==> config.mk <==
export PLATFORM = sky130hd
export DESIGN_NAME = pixel_stream_tx
export DESIGN_NICKNAME = d
export VERILOG_FILES = /design/src/rtl/pixel_if_pkg.sv /design/src/rtl/pixel_fifo.sv /design/src/rtl/pixel_stream_tx.sv
export SDC_FILE = /design/constraint.sdc
export NUM_CORES = 1
export LEC_CHECK = 0
export BUFFER_PORTS_ARGS = -buffer_cell sky130_fd_sc_hd__buf_2
export CORE_MARGIN = 4
export CORE_UTILIZATION = 55
export CTS_BUF_LIST = sky130_fd_sc_hd__clkbuf_4 sky130_fd_sc_hd__clkbuf_8
export DETAILED_ROUTE_END_ITERATION = 10
export GPL_TIMING_DRIVEN = 1
export PLACE_DENSITY = 0.72
export SLEW_MARGIN = 10
export SYNTH_ARGS = -nofsm -noshare
export SYNTH_HDL_FRONTEND = slang
export SYNTH_SLANG_ARGS = --single-unit
export TNS_END_PERCENT = 30
==> constraint.sdc <==
create_clock -name clk_50 -period 5.2 [get_ports clk_50]
set_input_delay 1.04 -clock clk_50 [delete_from_list [all_inputs] [get_ports clk_50]]
set_output_delay 1.04 -clock clk_50 [all_outputs]
set_load 0.03 [all_outputs]
==> src/rtl/pixel_if_pkg.sv <==
// Shared types and constants for the pixel-append interface (add strobe + 12-bit RGB).
// Imported by the transmit-side FSM and its input FIFO.
package pixel_if_pkg;

  localparam int RGB_W  = 12;
  localparam int IDX_W  = 11;
  localparam int PW_DEF = 40;
  localparam int PH_DEF = 30;

  // Field MSBs inside an RGB word {R, G, B}, each field 4 bits wide.
  localparam int R_MSB = 11;
  localparam int G_MSB = 7;
  localparam int B_MSB = 3;

  typedef enum logic [1:0] {
    ST_IDLE,
    ST_HOLD,
    ST_GAP,
    ST_CLEAR
  } tx_state_t;

  typedef logic [RGB_W-1:0] rgb_t;

  function automatic int max3(input int a, input int b, input int c);
    int m;
    m = (a > b) ? a : b;
    return (m > c) ? m : c;
  endfunction

  function automatic rgb_t rgb_pack(input logic [3:0] r, input logic [3:0] g,
                                    input logic [3:0] b);
    rgb_t w;
    w = '0;
    w[R_MSB -: 4] = r;
    w[G_MSB -: 4] = g;
    w[B_MSB -: 4] = b;
    return w;
  endfunction

endpackage

==> src/rtl/pixel_fifo.sv <==
// Single-clock FIFO with flush; a written word becomes readable (empty=0) one cycle later.
// full is registered, so a pop frees space only on the following cycle.
module pixel_fifo #(
  parameter int DEPTH = 8,
  parameter int WIDTH = 12
) (
  input  logic                     clk_50,
  input  logic                     reset,
  input  logic                     flush,
  input  logic                     wr_vld,
  input  logic [WIDTH-1:0]         wr_dat,
  input  logic                     rd_en,
  output logic [WIDTH-1:0]         rd_dat,
  output logic                     full,
  output logic                     empty,
  output logic [$clog2(DEPTH):0]   count
);

  localparam int AW = $clog2(DEPTH);

  logic [WIDTH-1:0] mem [DEPTH];
  logic [AW-1:0]    wr_ptr;
  logic [AW-1:0]    rd_ptr;
  logic [AW:0]      cnt_next;
  logic             do_wr;
  logic             do_rd;

  assign do_wr  = wr_vld && !full;
  assign do_rd  = rd_en && !empty && !flush;
  assign rd_dat = mem[rd_ptr];

  // A word written alongside a flush lands in slot 0 of the emptied buffer.
  always_comb begin
    cnt_next = count;
    if (flush) begin
      cnt_next = do_wr ? (AW+1)'(1) : '0;
    end else if (do_wr && !do_rd) begin
      cnt_next = count + 1'b1;
    end else if (!do_wr && do_rd) begin
      cnt_next = count - 1'b1;
    end
  end

  always_ff @(posedge clk_50) begin
    if (reset) begin
      wr_ptr <= '0;
      rd_ptr <= '0;
      count  <= '0;
      full   <= 1'b0;
      empty  <= 1'b1;
    end else begin
      if (flush) begin
        rd_ptr <= '0;
        wr_ptr <= do_wr ? AW'(1) : '0;
      end else begin
        if (do_wr) wr_ptr <= wr_ptr + 1'b1;
        if (do_rd) rd_ptr <= rd_ptr + 1'b1;
      end
      count <= cnt_next;
      full  <= (cnt_next == (AW+1)'(DEPTH));
      // Falls only once the count has been non-zero for a full cycle.
      empty <= (cnt_next == '0) || (count == '0) || flush;
    end
  end

  always_ff @(posedge clk_50) begin
    if (do_wr) mem[flush ? AW'(0) : wr_ptr] <= wr_dat;
  end

endmodule

==> src/rtl/pixel_stream_tx.sv <==
// Replays buffered RGB words as add pulses with fixed hold/gap, mirroring the receiver's index.
// First pulse two cycles after acceptance; one pixel per 1+HOLD+GAP cycles; in_ready = FIFO not full.
module pixel_stream_tx
  import pixel_if_pkg::*;
#(
  parameter int FIFO_DEPTH  = 8,
  parameter int HOLD_CYCLES = 2,
  parameter int GAP_CYCLES  = 2,
  parameter int CLR_CYCLES  = 2,
  parameter int PW          = PW_DEF,
  parameter int PH          = PH_DEF
) (
  input  logic             clk_50,
  input  logic             reset,
  input  logic             in_valid,
  output logic             in_ready,
  input  logic [RGB_W-1:0] in_rgb,
  input  logic             in_clear,
  output logic             out_add,
  output logic [RGB_W-1:0] out_rgb,
  output logic             out_reset,
  output logic [IDX_W-1:0] pix_index,
  output logic             frame_done,
  output logic             busy
);

  localparam int NPIX = PW * PH;
  localparam int MAXC = max3(HOLD_CYCLES, GAP_CYCLES, CLR_CYCLES);
  localparam int CW   = (MAXC > 1) ? $clog2(MAXC) : 1;

  tx_state_t               state;
  tx_state_t               state_nxt;
  logic [CW-1:0]           cnt;
  logic [CW-1:0]           cnt_nxt;
  logic                    clear_pending;
  logic                    clear_pending_nxt;
  logic                    out_add_nxt;
  logic                    out_reset_nxt;
  logic                    frame_done_nxt;
  logic [RGB_W-1:0]        out_rgb_nxt;
  logic [IDX_W-1:0]        pix_index_nxt;
  logic                    last_idx;
  logic                    fifo_pop;
  logic [RGB_W-1:0]        fifo_dat;
  logic                    fifo_full;
  logic                    fifo_empty;
  logic [$clog2(FIFO_DEPTH):0] fifo_count;

  pixel_fifo #(
    .DEPTH (FIFO_DEPTH),
    .WIDTH (RGB_W)
  ) u_fifo (
    .clk_50 (clk_50),
    .reset  (reset),
    .flush  (in_clear),
    .wr_vld (in_valid),
    .wr_dat (in_rgb),
    .rd_en  (fifo_pop),
    .rd_dat (fifo_dat),
    .full   (fifo_full),
    .empty  (fifo_empty),
    .count  (fifo_count)
  );

  assign in_ready = !fifo_full;
  assign busy     = (fifo_count != '0) || (state != ST_IDLE) || clear_pending;
  assign last_idx = (pix_index == IDX_W'(NPIX - 1));

  always_comb begin
    state_nxt         = state;
    cnt_nxt           = cnt;
    clear_pending_nxt = clear_pending;
    out_add_nxt       = out_add;
    out_rgb_nxt       = out_rgb;
    out_reset_nxt     = out_reset;
    pix_index_nxt     = pix_index;
    frame_done_nxt    = 1'b0;
    fifo_pop          = 1'b0;
    unique case (state)
      ST_IDLE: begin
        if (clear_pending) begin
          state_nxt         = ST_CLEAR;
          out_reset_nxt     = 1'b1;
          clear_pending_nxt = 1'b0;
          pix_index_nxt     = '0;
          cnt_nxt           = '0;
        end else if (!fifo_empty) begin
          fifo_pop    = 1'b1;
          out_rgb_nxt = fifo_dat;
          out_add_nxt = 1'b1;
          state_nxt   = ST_HOLD;
          cnt_nxt     = '0;
        end
      end
      ST_HOLD: begin
        if (cnt == CW'(HOLD_CYCLES - 1)) begin
          out_add_nxt    = 1'b0;
          pix_index_nxt  = last_idx ? '0 : pix_index + 1'b1;
          frame_done_nxt = last_idx;
          state_nxt      = ST_GAP;
          cnt_nxt        = '0;
        end else begin
          cnt_nxt = cnt + 1'b1;
        end
      end
      ST_GAP: begin
        if (cnt == CW'(GAP_CYCLES - 1)) begin
          state_nxt = ST_IDLE;
          cnt_nxt   = '0;
        end else begin
          cnt_nxt = cnt + 1'b1;
        end
      end
      ST_CLEAR: begin
        pix_index_nxt = '0;
        if (cnt == CW'(CLR_CYCLES - 1)) begin
          out_reset_nxt = 1'b0;
          state_nxt     = ST_IDLE;
          cnt_nxt       = '0;
        end else begin
          cnt_nxt = cnt + 1'b1;
        end
      end
      default: state_nxt = ST_IDLE;
    endcase
    // A new request re-arms even while a clear is being taken or running.
    if (in_clear) clear_pending_nxt = 1'b1;
  end

  always_ff @(posedge clk_50) begin
    if (reset) begin
      state         <= ST_IDLE;
      cnt           <= '0;
      clear_pending <= 1'b0;
      out_add       <= 1'b0;
      out_rgb       <= '0;
      out_reset     <= 1'b0;
      pix_index     <= '0;
      frame_done    <= 1'b0;
    end else begin
      state         <= state_nxt;
      cnt           <= cnt_nxt;
      clear_pending <= clear_pending_nxt;
      out_add       <= out_add_nxt;
      out_rgb       <= out_rgb_nxt;
      out_reset     <= out_reset_nxt;
      pix_index     <= pix_index_nxt;
      frame_done    <= frame_done_nxt;
    end
  end

endmodule

After elaboration in Yosys (flattened, before gate mapping)

Memories as Yosys holds them, arrays and structs flattened. A register that Yosys moved wholly into a read port is not among the register bits.
Cells that the tools add are included.

Mux-type cells: 34
Add/sub/neg operators: 6
Reduce and logical (&&, ||, !) cells: 33
Equality and inequality tests: 12
Bitwise operators: 4

Operators with widths:

| kind                  | number |
|---|---|
| $mux 11               | 3 |
| $pmux 11 s3           | 1 |
| $mux 1                | 16 |
| $mux 4                | 3 |
| $reduce_and 3->1      | 4 |
| $add 11x1->11 const B | 1 |
| $eq 11x11->1 const B  | 1 |
| $ne 2x2->1 const B    | 5 |
| $reduce_bool 2->1     | 5 |
| $mux 3                | 3 |
| $logic_not 4->1       | 2 |
| $mux 2                | 4 |
| $add 3x1->3 const B   | 2 |
| $pmux 1 s2            | 3 |
| $pmux 2 s3            | 1 |
| $reduce_or 3->1       | 2 |
| $logic_and 1x1->1     | 5 |
| $logic_not 1->1       | 5 |
| $add 4x1->4 const B   | 1 |
| $eq 2x2->1 const B    | 2 |
| $eq 4x4->1 const B    | 1 |
| $logic_or 1x1->1      | 4 |
| $not 1->1             | 4 |
| $reduce_and 4->1      | 1 |
| other kinds (9)       | 10 |

Output and inout bits: 28
Memories: 1
Register bits: 30
Input bits: 16
RAM bits: 96

Memory list:

| memory     | words | bits a word | read ports | clocked after Yosys merged registers in | write ports | line             | RTL |
|---|---|---|---|---|---|---|---|
| u_fifo.mem | 8     | 12          | 1          | 1                                       | 1           | pixel_fifo.sv:21 | `logic [WIDTH-1:0] mem [DEPTH];` |

Longest topological paths before layout

Gate-level depths: netlist of run 1.

Depth after elaboration: 12
Mapped depth: 7
Depth with buffers taken out: 6

Hierarchy

Synthesis of run 1 repeated with hierarchy kept, for this count alone.

Cell total of the unflattened synthesis: 394
Area, all modules: 5818.1 um^2

By module, submodules not included:

| module          | area each (um^2) | instances | cells an instance |
|---|---|---|---|
| pixel_fifo      | 4461.8           | 1         | 238 |
| pixel_stream_tx | 1356.3           | 1         | 156 |

Least setup slack after synthesis of run 1

Ideal clock, no wire load.

Path type: input-to-reg
Start point: input port in_valid
End point: memory u_fifo.mem[1][0] (enable)
Path slack: 1.874 ns
Arrival: 2.913 ns
Setup time: 0.412 ns
Cell stages on the path: 4
Cells stage by stage: nor2b_1 > clkbuf_1 > nand2_1 > nor4_1

Word-level cells in the longest chain between the ends: 3

Ends and longest elaborated chain:

| what                 | line                  | RTL |
|---|---|---|
| start, declared      | pixel_stream_tx.sv:15 | `input logic in_valid,` |
| $logic_and 1x1->1    | pixel_fifo.sv:28      | `assign do_wr = wr_vld && !full;` |
| $mux 1 (2 in series) | pixel_fifo.sv:67      | `if (do_wr) mem[flush ? AW'(0) : wr_ptr] <= wr_dat;` |
| end, declared        | pixel_fifo.sv:21      |  |

Every way passes these cells.

Worst setup path after layout of run 1

Start point: register u_fifo.count[0]
End point: output port busy

Word-level cells in the longest chain between the ends: 3

Ends and longest elaborated chain:

| what                           | line                  | RTL |
|---|---|---|
| start, declared                | pixel_fifo.sv:16      | `output logic [$clog2(DEPTH):0] count` |
| start signal, assigned         | pixel_fifo.sv:59      | `count <= cnt_next;` |
| $reduce_bool 4->1              | pixel_stream_tx.sv:66 | `assign busy = (fifo_count != '0) \|\| (state != ST_IDLE) \|\| clear_pending;` |
| $logic_or 1x1->1 (2 in series) | pixel_stream_tx.sv:66 |  |
| end, declared                  | pixel_stream_tx.sv:24 | `output logic busy` |

Every way passes these cells.

==> run_results.csv, run 1 <==
group,metric,value,unit
synthesis,synth.area.top_cells,"edfxtp_1 51%, dfxtp_1 15%, mux4_2 9.6%",
setup_path,timing.rr.start,"u_fifo.full$_SDFF_PP0_",
finish,num_antenna_cells,0,
floorplanning,die_area,11900,µm²
synthesis,syn_inst,387,
place,placed_cell_area,6000,µm²
synthesis,netlist_area,5630,µm²
clocking,ctsLongestPathBuffers,2,
clocking,path_clk_slew,0.08,ns
clocking,cts.htree.levels,4,
place,dp_cells,548,
place,portBuffers,43,
clocking,cts_resized,0,
detailed_routing,routed_wl,10700,µm
place,dp_slack,2.21,ns
clocking,cts_tree,"built",
finish,register_area,3720,µm²
synthesis,synth.distinct_cells,47,
detailed_routing,vias,3328,
global_routing,grt_start_max_net_pins,36,
floorplanning,coreArea,9860,µm²
timing,slew_violations,0,
place,place_congestion,0.819,
finish,fillCellCount,719,
setup_path,slowest_stage,"dfxtp_1",
global_routing,grt_pass1_wl,17000,µm
floorplanning,die_y,109,µm
synthesis,ys_ff_latch,138,
setup_path,cp_cell_sequence,"inv_1 -> ha_1 -> nor3b_1 -> nand3b_1 -> buf_2",
setup_path,cp-startpoint,"u_fifo.count[0]$_SDFF_PP0_",
setup_path,cp_max_fo,8,
global_routing,gr-total-overflow,0,
clocking,clockRootBuffer,"clkbuf_8",
clocking,cts_sinks,138,
finish,final_net_count,455,
floorplanning,chipWidth,109,µm
detailed_routing,wl_per_cell,18.5,µm
setup_path,endpoint_kind,"primary output",
hold_path,hp-start,"out_add$_SDFFE_PP0P_",
finish,final_layout_size_suffix_gt1_share,28.0,%
detailed_routing,ant_nets,0,
clocking,holdBufCountCts,0,
synthesis,synth_most_common_cell,"edfxtp_1",
timing,rsz0062_at_grt,"no",
synthesis,yosysTopAreaCell,"edfxtp_1",
timing,max_freq,367,MHz
clocking,post_cts_buffers,0,
hold_path,hold_path_class,"flip-flop to flip-flop",
synthesis,synth_area_per_cell,14.5,µm²
outcome,status,"finished clean",
setup_path,max_stage_delay,0.49,ns
global_routing,grtUsageTotal,19.4,%
finish,syn_to_final_growth,13.7,%
detailed_routing,via_per_inst,5.74,
power,ir_worst_vdd,273,µV
detailed_routing,drc,0,
place,hpwl,6810,µm
clocking,cts_buffers,17,
setup_path,worstPathArrival,1.68,ns
detailed_routing,drtPass1Iterations,4,
floorplanning,fp-row-count,36,
global_routing,grt_pass1_vias,3240,
synthesis,synth_edf_count,96,
finish,fin_cells,580,
timing,tightest_slew,1.12,ns
timing,fin_skew,0.0119,ns
detailed_routing,drt_iter0_drc,214,
timing,setup-tns-final,0,ns
setup_path,worstSetupPathType,"flip-flop to primary output",
timing,setup_viol,0,
synthesis,netlist.area_leader.share,51.2,%
power,p_per_area,345,nW/µm²
global_routing,antenna_found_initial,0,
power,p_leak,2.11,nW
timing,finalCritPeriodShare,52.4,%
timing,relSlewSlack,24.7,%
timing,fin_crit,2.72,ns
timing,hold_violations,0,
timing,layout_setup_ws,2.48,ns
clocking,worstSkewPairLatency,0.43,ns
synthesis,synthTopCellsByCount,"96 x edfxtp_1, 42 x dfxtp_1, 34 x nor2_1",
synthesis,syn-num-nets,408,
finish,fin_area,6400,µm²
setup_path,crit_buf_inv,2,
setup_path,startpoint_type,"flip-flop",
finish,multi_input_area,1800,µm²
synthesis,ys_seq_area_share,66.1,%
synthesis,ys.flop_type,"edfxtp_1",
synthesis,yosys_warnings,0,
job,maxCapViolations,0,
synthesis,synth-async-reset-ratio,0,%
finish,fin_util,64.9,%
floorplanning,io_pins,44,
setup_path,crit_family,"flip-flops",
timing,holdWs,0.495,ns
setup_path,required,4.16,ns
floorplanning,start_util,57.1,%
power,totalPowerFinal,2.21,mW
==> cells by family after synthesis <==
| logic type | count (synthesis) | share of synthesized area [%] |
|---|---|---|
| AO/OA/AOI/OAI | 63 | 7.44 |
| XOR/XNOR | 5 | 0.778 |
| adder cells (fa/ha/maj) | 5 | 1.11 |
| buffers and inverters | 32 | 2.60 |
| flip-flops | 138 | 66.1 |
| multiplexers | 37 | 12.0 |
| AND/OR/NAND/NOR | 107 | 9.93 |
==> area by class of cell <==
class / count / area share [%]
Clock inverter: 14 / 2.50
Sequential cell: 138 / 58.2
Timing Repair Buffer: 51 / 4.30
Clock buffer: 18 / 3.77
Multi-Input combinational cell: 217 / 28.1
Tap cell: 133 / 2.60
Inverter: 9 / 0.528
==> state kept, by name, summed over array words and instances (netlist names) <==
signal,count
u_fifo.empty,1
cnt,1
out_reset,1
u_fifo.count,4
frame_done,1
clear_pending,1
u_fifo.wr_ptr,3
pix_index,11
out_rgb,12
out_add,1
u_fifo.rd_ptr,3
u_fifo.full,1
u_fifo.mem,96
state,2
==> layout by cell type (no fill, tap or decap), types with 8 or more instances in the layout <==
| cell type | netlist | routed |
|---|---|---|
| nand2_1 | 23 | 23 |
| nor2_1 | 34 | 34 |
| buf_4 | 1 | 8 |
| o21ai_0 | 11 | 11 |
| a211oi_1 | 14 | 14 |
| dfxtp_1 | 42 | 41 |
| mux4_2 | 24 | 24 |
| buf_2 | 6 | 43 |
| nor3_1 | 12 | 9 |
| mux2i_1 | 12 | 12 |
| inv_1 | 9 | 9 |
| clkbuf_8 | 0 | 17 |
| a21oi_1 | 15 | 15 |
| edfxtp_1 | 96 | 96 |
==> final timing paths <==
path	to	slack [ns]	cells after the start
setup / recovery	busy	2.48	5
hold / removal	out_add$_SDFFE_PP0P_	0.49	2
setup reg to reg	u_fifo.mem[7][9]$_DFFE_PP_	3.06	4
hold reg to reg	out_add$_SDFFE_PP0P_	0.49	2
==> routing by layer <==
| layer | up-vias | track usage (%) | wire, µm |
|---|---|---|---|
| met4 | 0 | 5.52 | 84 |
| met1 | 1646 | 25.8 | 4800 |
| met2 | 88 | 31.8 | 5230 |
| met3 | 7 | 5.27 | 627 |
| met5 | - | 0 | 0 |
| li1 | 1587 | - | - |
==> where the power goes <==
group / leakage [nW] / switching (mW) / internal [mW]
Sequential: 1.21 / 0.0190 / 1.19
Combinational: 0.703 / 0.0760 / 0.0420
Clock: 0.197 / 0.436 / 0.443
==> worst reg2reg max path: stages (launching register included) <==
cell and delay [ns]:
dfxtp_1 0.33, nor2b_1 0.12, buf_4 0.20, nand2_1 0.17, nor3_2 0.93
Note: power is estimated with default switching activity, not from simulation.
==> inputs of run 2 (changes only) <==
--- a/config.mk
+++ b/config.mk
@@ -5,6 +5,7 @@
 export SDC_FILE = /design/constraint.sdc
 export NUM_CORES = 1
 export LEC_CHECK = 0
+export ABC_AREA = 1
 export BUFFER_PORTS_ARGS = -buffer_cell sky130_fd_sc_hd__buf_2
 export CORE_MARGIN = 4
 export CORE_UTILIZATION = 55
==> constraint.sdc (replaced) <==
create_clock -name clk_50 -period 2.6 [get_ports clk_50]
set_input_delay 0.52 -clock clk_50 [delete_from_list [all_inputs] [get_ports clk_50]]
set_output_delay 0.52 -clock clk_50 [all_outputs]
set_load 0.03 [all_outputs]
==> run 2 against run 1 <==
Against the previous run: clock power increased by 120%; setup slack worse by 2.0 ns; die area up 0.47%; global-route usage rose by 3.2 points; count of clock-buffer cells in the layout rose by 2; final cell count grew 25%; flip-flop and latch count did not move; cell area up 1.3%; sequential power increased by 100%; largest power group unchanged; total power grew 120%; non-clock buffer count increased by 6.
==> run_results.csv, run 2 <==
group,metric,value,unit
outcome,status,"finished clean",
hold_path,hold_depth,1,
setup_path,crit_buf_inv,2,
floorplanning,start_util,57.1,%
clocking,clockRootBuffer,"clkbuf_8",
synthesis,synth_most_common_cell,"edfxtp_1",
finish,fillCellCount,784,
timing,fin_skew,0.0128,ns
timing,tightest_slew,0.783,ns
clocking,cts_tree,"built",
global_routing,top_usage_layer,"met2",
setup_path,rr_worst_depth,7,
synthesis,synthTopCellsByCount,"96 x edfxtp_1, 83 x nor2_1, 58 x nand2_1",
synthesis,ys.flop_type,"edfxtp_1",
finish,fin_util,65.5,%
finish,final_net_count,600,
setup_path,worstSetupPathType,"flip-flop to primary output",
setup_path,cp_max_fo,6,
power,p_leak,2.37,nW
power,intPower,3.63,mW
clocking,cts_resized,0,
floorplanning,chipWidth,109,µm
clocking,path_clk_slew,0.07,ns
timing,setup_viol,0,
finish,largest_reg_flops,96,
floorplanning,fp-row-count,36,
floorplanning,io_pins,44,
synthesis,synth_area_per_cell,10.8,µm²
setup_path,crit_cells,6,
detailed_routing,vias,4099,
detailed_routing,ant_nets,0,
synthesis,netlist_area,5660,µm²
finish,fin_area,6490,µm²
synthesis,yosysTopAreaCell,"edfxtp_1",
detailed_routing,wl_per_cell,17.4,µm
global_routing,grtUsageMet3,5.46,%
power,ir_worst_vdd,610,µV
global_routing,gr-total-overflow,0,
synthesis,synth.area.top_cells,"edfxtp_1 51%, dfxtp_1 15%, nor2_1 5.5%",
global_routing,grtUsageTotal,22.7,%
finish,num_antenna_cells,0,
setup_path,startpoint_type,"flip-flop",
global_routing,grt_pass1_wl,20300,µm
timing,rsz0062_at_grt,"no",
clocking,cts_sinks,138,
finish,layout_common_cells,"96 x edfxtp_1, 83 x nor2_1, 58 x nand2_1",
job,maxCapViolations,0,
power,switchingPower,1.20,mW
timing,finalCritPeriodShare,80.8,%
finish,top_regs,"u_fifo.mem x96, out_rgb x12, pix_index x11",
finish,final_layout_size_suffix_gt1_share,17.8,%
setup_path,required,2.08,ns
place,dp_slack,0.761,ns
synthesis,syn-num-nets,546,
floorplanning,die_y,109,µm
synthesis,netlist.area_leader.share,50.9,%
clocking,cts.htree.levels,4,
hold_path,hold_path_class,"input port to flip-flop",
timing,max_freq,476,MHz
finish,multi_input_area,1720,µm²
timing,fin_crit,2.10,ns
place,place_congestion,0.899,
global_routing,grt_util_met1,28.8,%
finish,syn_to_final_growth,14.7,%
setup_path,worstPathArrival,1.58,ns
clocking,post_cts_buffers,0,
floorplanning,coreArea,9910,µm²
global_routing,antenna_found_initial,0,
power,power_frac_seq,51.1,%
floorplanning,die_area,12000,µm²
power,netSwitchingFraction,24.9,%
power,p_clk_share,39.5,%
global_routing,met2_usage,38.3,%
place,hpwl,8090,µm
place,portBuffers,43,
detailed_routing,routed_wl,12600,µm
clocking,worstSkewPairLatency,0.44,ns
power,p_per_area,745,nW/µm²
finish,final_common_cell,"edfxtp_1",
setup_path,max_stage_delay,0.44,ns
synthesis,yosys_warnings,0,
clocking,cts_buffers,17,
detailed_routing,drt_iter0_drc,337,
global_routing,grt_start_max_net_pins,49,
synthesis,syn_inst,525,
synthesis,ys_ff_latch,138,
detailed_routing,drc,0,
timing,hold_violations,0,
detailed_routing,via_per_inst,5.66,
power,p_comb_share,9.4,%
setup_path,crit_family,"flip-flops",
finish,register_area,3720,µm²
setup_path,endpoint_kind,"primary output",
synthesis,synth-async-reset-ratio,0,%
global_routing,grt_pass1_vias,4030,
timing,relSlewSlack,47.7,%
setup_path,cp_cell_sequence,"inv_1 -> ha_1 -> nand2_1 -> nor2_1 -> nand3_1 -> buf_2",
timing,slew_violations,0,
clocking,holdBufCountCts,0,
detailed_routing,drtPass1Iterations,5,
finish,regMostFlops,"u_fifo.mem",
timing,setup-tns-final,0,ns
timing,layout_setup_ws,0.500,ns
synthesis,ys_seq_area_share,65.8,%
synthesis,synth.distinct_cells,34,
setup_path,slowest_stage,"dfxtp_1",
synthesis,synth_edf_count,96,
clocking,ctsLongestPathBuffers,2,
place,placed_cell_area,6050,µm²
-- run 2: changes by cell type after synthesis, moves of 13 or more --
cell,before,now
inv_1,9,32
a21oi_1,15,32
nand2_1,23,58
o211ai_1,1,14
o21ai_0,11,53
mux4_2,24,0
a211oi_1,14,1
nor2_1,34,83
nand3_1,5,29
-- run 2: layout make-up --
| type | count | share of cell area [%] |
|---|---|---|
| clock inverters | 11 | 2.64 |
| inverters | 34 | 1.97 |
| flip-flops and latches | 138 | 57.4 |
| clock buffers | 20 | 4.05 |
| well taps | 133 | 2.56 |
| repair buffers | 57 | 4.94 |
| multi-input cells | 331 | 26.5 |
-- run 2: logic make-up (layout without fill, tap and decap cells) --
group / count (synthesis) / after routing / synth area share (%)
adder cells (fa/ha/maj): 5 / 5 / 1.11
AND/OR/NAND/NOR: 201 / 201 / 16.3
buffers and inverters: 56 / 122 / 3.87
AO/OA/AOI/OAI: 125 / 125 / 13.0
flip-flops: 138 / 138 / 65.8
-- run 2: worst paths after layout --
check	from	end	slack (ns)
setup / recovery	u_fifo.count[0]$_SDFF_PP0_	busy	0.50
hold / removal	in_rgb[10]	u_fifo.mem[6][10]$_DFFE_PP_	0.38
setup reg to reg	u_fifo.rd_ptr[0]$_SDFFE_PP0P_	out_rgb[8]$_SDFFE_PP0N_	0.76
hold reg to reg	out_rgb[6]$_SDFFE_PP0N_	out_rgb[6]$_SDFFE_PP0N_	0.46
-- run 2: power by group through the flow --
stage	clock network, mW	registers (mW)	logic (mW)
2_1_floorplan	0	2.53	0.300
3_3_place_gp	0	2.51	0.443
3_5_place_dp	0	2.52	0.455
4_1_cts	1.92	2.47	0.457
5_1_grt	2.03	2.48	0.512
6_report	1.91	2.47	0.456
-- run 2: metal layers --
metal | routed length (µm) | up-vias
met3 | 682 | 22
li1 | - | 1977
met4 | 222 | 0
met2 | 6390 | 130
met5 | 0 | -
met1 | 5270 | 1970
-- run 2: through the flow --
step	hold WS, ns	total power [mW]	cells
2_1_floorplan	0.477	2.83	525
3_3_place_gp	0.446	2.96	693
3_5_place_dp	0.454	2.97	693
4_1_cts	0.368	4.85	724
5_1_grt	0.361	5.02	724
6_report	0.385	4.83	724
==> inputs of run 3 (changes only) <==
==> constraint.sdc (replaced) <==
create_clock -name clk_50 -period 2.2 [get_ports clk_50]
set_input_delay 0.44 -clock clk_50 [delete_from_list [all_inputs] [get_ports clk_50]]
set_output_delay 0.44 -clock clk_50 [all_outputs]
set_load 0.03 [all_outputs]
==> run 3 against run 2 <==
Against the previous run: sequential share of layout area is 0.36 points higher; critical path depth stayed put; register-to-register slack worse by 0.26 ns; clock power hardly changed; flip-flop and latch count stayed put; count of clock-buffer cells in the layout stayed put; global-route usage is 0.90 points lower; worst hold slack worse by 0.091 ns; setup slack worse by 0.34 ns.
==> run_results.csv, run 3 (synthesis gave the netlist of run 2 again) <==
group,metric,value,unit
global_routing,grtUsageTotal,21.8,%
detailed_routing,drc,0,
finish,fin_area,6450,µm²
setup_path,slowest_stage,"dfxtp_1",
detailed_routing,routed_wl,12100,µm
setup_path,cp_cell_sequence,"inv_1 -> ha_1 -> nand2_1 -> nor2_1 -> nand3_1 -> buf_2",
clocking,path_clk_slew,0.08,ns
job,maxCapViolations,0,
floorplanning,fp-row-count,36,
floorplanning,die_area,12000,µm²
global_routing,grt_pass1_wl,19400,µm
place,place_congestion,0.841,
timing,fin_skew,0.0138,ns
detailed_routing,via_per_inst,5.59,
timing,setup-tns-final,0,ns
timing,rsz0062_at_grt,"no",
floorplanning,start_util,57.1,%
power,ir_worst_vdd,751,µV
clocking,clockRootBuffer,"clkbuf_8",
global_routing,gr-total-overflow,0,
global_routing,grt_start_max_net_pins,50,
clocking,worstSkewPairLatency,0.43,ns
clocking,cts.htree.levels,4,
finish,syn_to_final_growth,14.0,%
timing,relSlewSlack,64.4,%
floorplanning,io_pins,44,
clocking,cts_sinks,138,
setup_path,worstSetupPathType,"flip-flop to primary output",
detailed_routing,wl_per_cell,16.7,µm
timing,max_freq,489,MHz
setup_path,max_stage_delay,0.37,ns
setup_path,endpoint_kind,"primary output",
clocking,cts_resized,0,
setup_path,cp_max_fo,6,
timing,tightest_slew,0.534,ns
finish,largest_reg_flops,96,
global_routing,grt_pass1_vias,3856,
finish,final_layout_size_suffix_gt1_share,18.2,%
clocking,cts_tree,"built",
clocking,holdBufCountCts,0,
floorplanning,die_y,109,µm
finish,final_net_count,601,
detailed_routing,vias,4060,
setup_path,required,1.76,ns
timing,hold_violations,0,
place,portBuffers,43,
finish,final_common_cell,"edfxtp_1",
outcome,status,"finished clean",
finish,fillCellCount,772,
hold_path,hold_path_class,"input port to flip-flop",
floorplanning,coreArea,9910,µm²
clocking,ctsLongestPathBuffers,2,
finish,regMostFlops,"u_fifo.mem",
setup_path,worstPathArrival,1.60,ns
finish,num_antenna_cells,0,
detailed_routing,ant_nets,0,
finish,top_regs,"u_fifo.mem x96, out_rgb x12, pix_index x11",
clocking,cts_buffers,17,
timing,fin_crit,2.04,ns
setup_path,startpoint_type,"flip-flop",
setup_path,crit_buf_inv,2,
floorplanning,chipWidth,109,µm
global_routing,antenna_found_initial,0,
timing,setup_viol,0,
detailed_routing,drt_iter0_drc,315,
setup_path,crit_family,"flip-flops",
detailed_routing,drtPass1Iterations,6,
place,hpwl,8040,µm
timing,slew_violations,0,
clocking,post_cts_buffers,0,
power,p_leak,2.34,nW
timing,finalCritPeriodShare,92.9,%
finish,layout_common_cells,"96 x edfxtp_1, 83 x nor2_1, 58 x nand2_1",
place,placed_cell_area,6070,µm²
power,p_per_area,833,nW/µm²
-- run 3: cell types whose count changed in the layout (fill, tap and decap cells not counted), sizes merged --
cell,before,now
clkinv,4,3
bufinv,4,1
buf,57,58
inv,36,38
clkinvlp,1,4
-- run 3: path summary, 6_finish.rpt --
path	from	endpoint	slack, ns	cells after the start
setup / recovery	u_fifo.count[0]$_SDFF_PP0_	busy	0.16	6
hold / removal	in_rgb[2]	u_fifo.mem[4][2]$_DFFE_PP_	0.29	1
setup reg to reg	u_fifo.rd_ptr[1]$_SDFFE_PP0P_	out_rgb[0]$_SDFFE_PP0N_	0.50	5
hold reg to reg	out_rgb[9]$_SDFFE_PP0N_	out_rgb[9]$_SDFFE_PP0N_	0.46	2
-- run 3: per-stage QoR --
step	cells	setup WS [ns]	hold WS (ns)	utilization, %	power (mW)
after floorplan	525	0.277	0.477	-	3.35
after global placement	694	0.515	0.447	61.3	3.50
after detailed placement	694	0.496	0.457	61.3	3.51
after CTS	726	0.144	0.277	65.1	5.41
after global routing	726	0.0385	0.276	65.1	5.62
final	726	0.156	0.294	65.1	5.37
-- run 3: routing by layer --
layer | vias to the layer above | global-route usage (%) | share of wire (%)
li1 | 1979 | - | -
met1 | 1926 | 27.9 | 43
met2 | 135 | 36.4 | 50
met3 | 20 | 4.76 | 5.5
met4 | 0 | 8.28 | 1.7
met5 | - | 0 | 0
-- run 3: power breakdown --
| part | internal [mW] | leakage, nW | total, mW | switching (mW) |
|---|---|---|---|---|
| logic | 0.157 | 0.946 | 0.537 | 0.380 |
| registers | 2.84 | 1.21 | 2.92 | 0.0721 |
| clock network | 0.945 | 0.181 | 1.92 | 0.976 |
-- run 3: final cells by class --
cell class	count	area [µm²]	area share, %
flip-flops and latches	138	3720	57.7
repair buffers	58	340	5.28
clock buffers	20	256	3.98
multi-input cells	331	1720	26.6
inverters	34	128	1.98
well taps	133	166	2.58
clock inverters	12	118	1.82
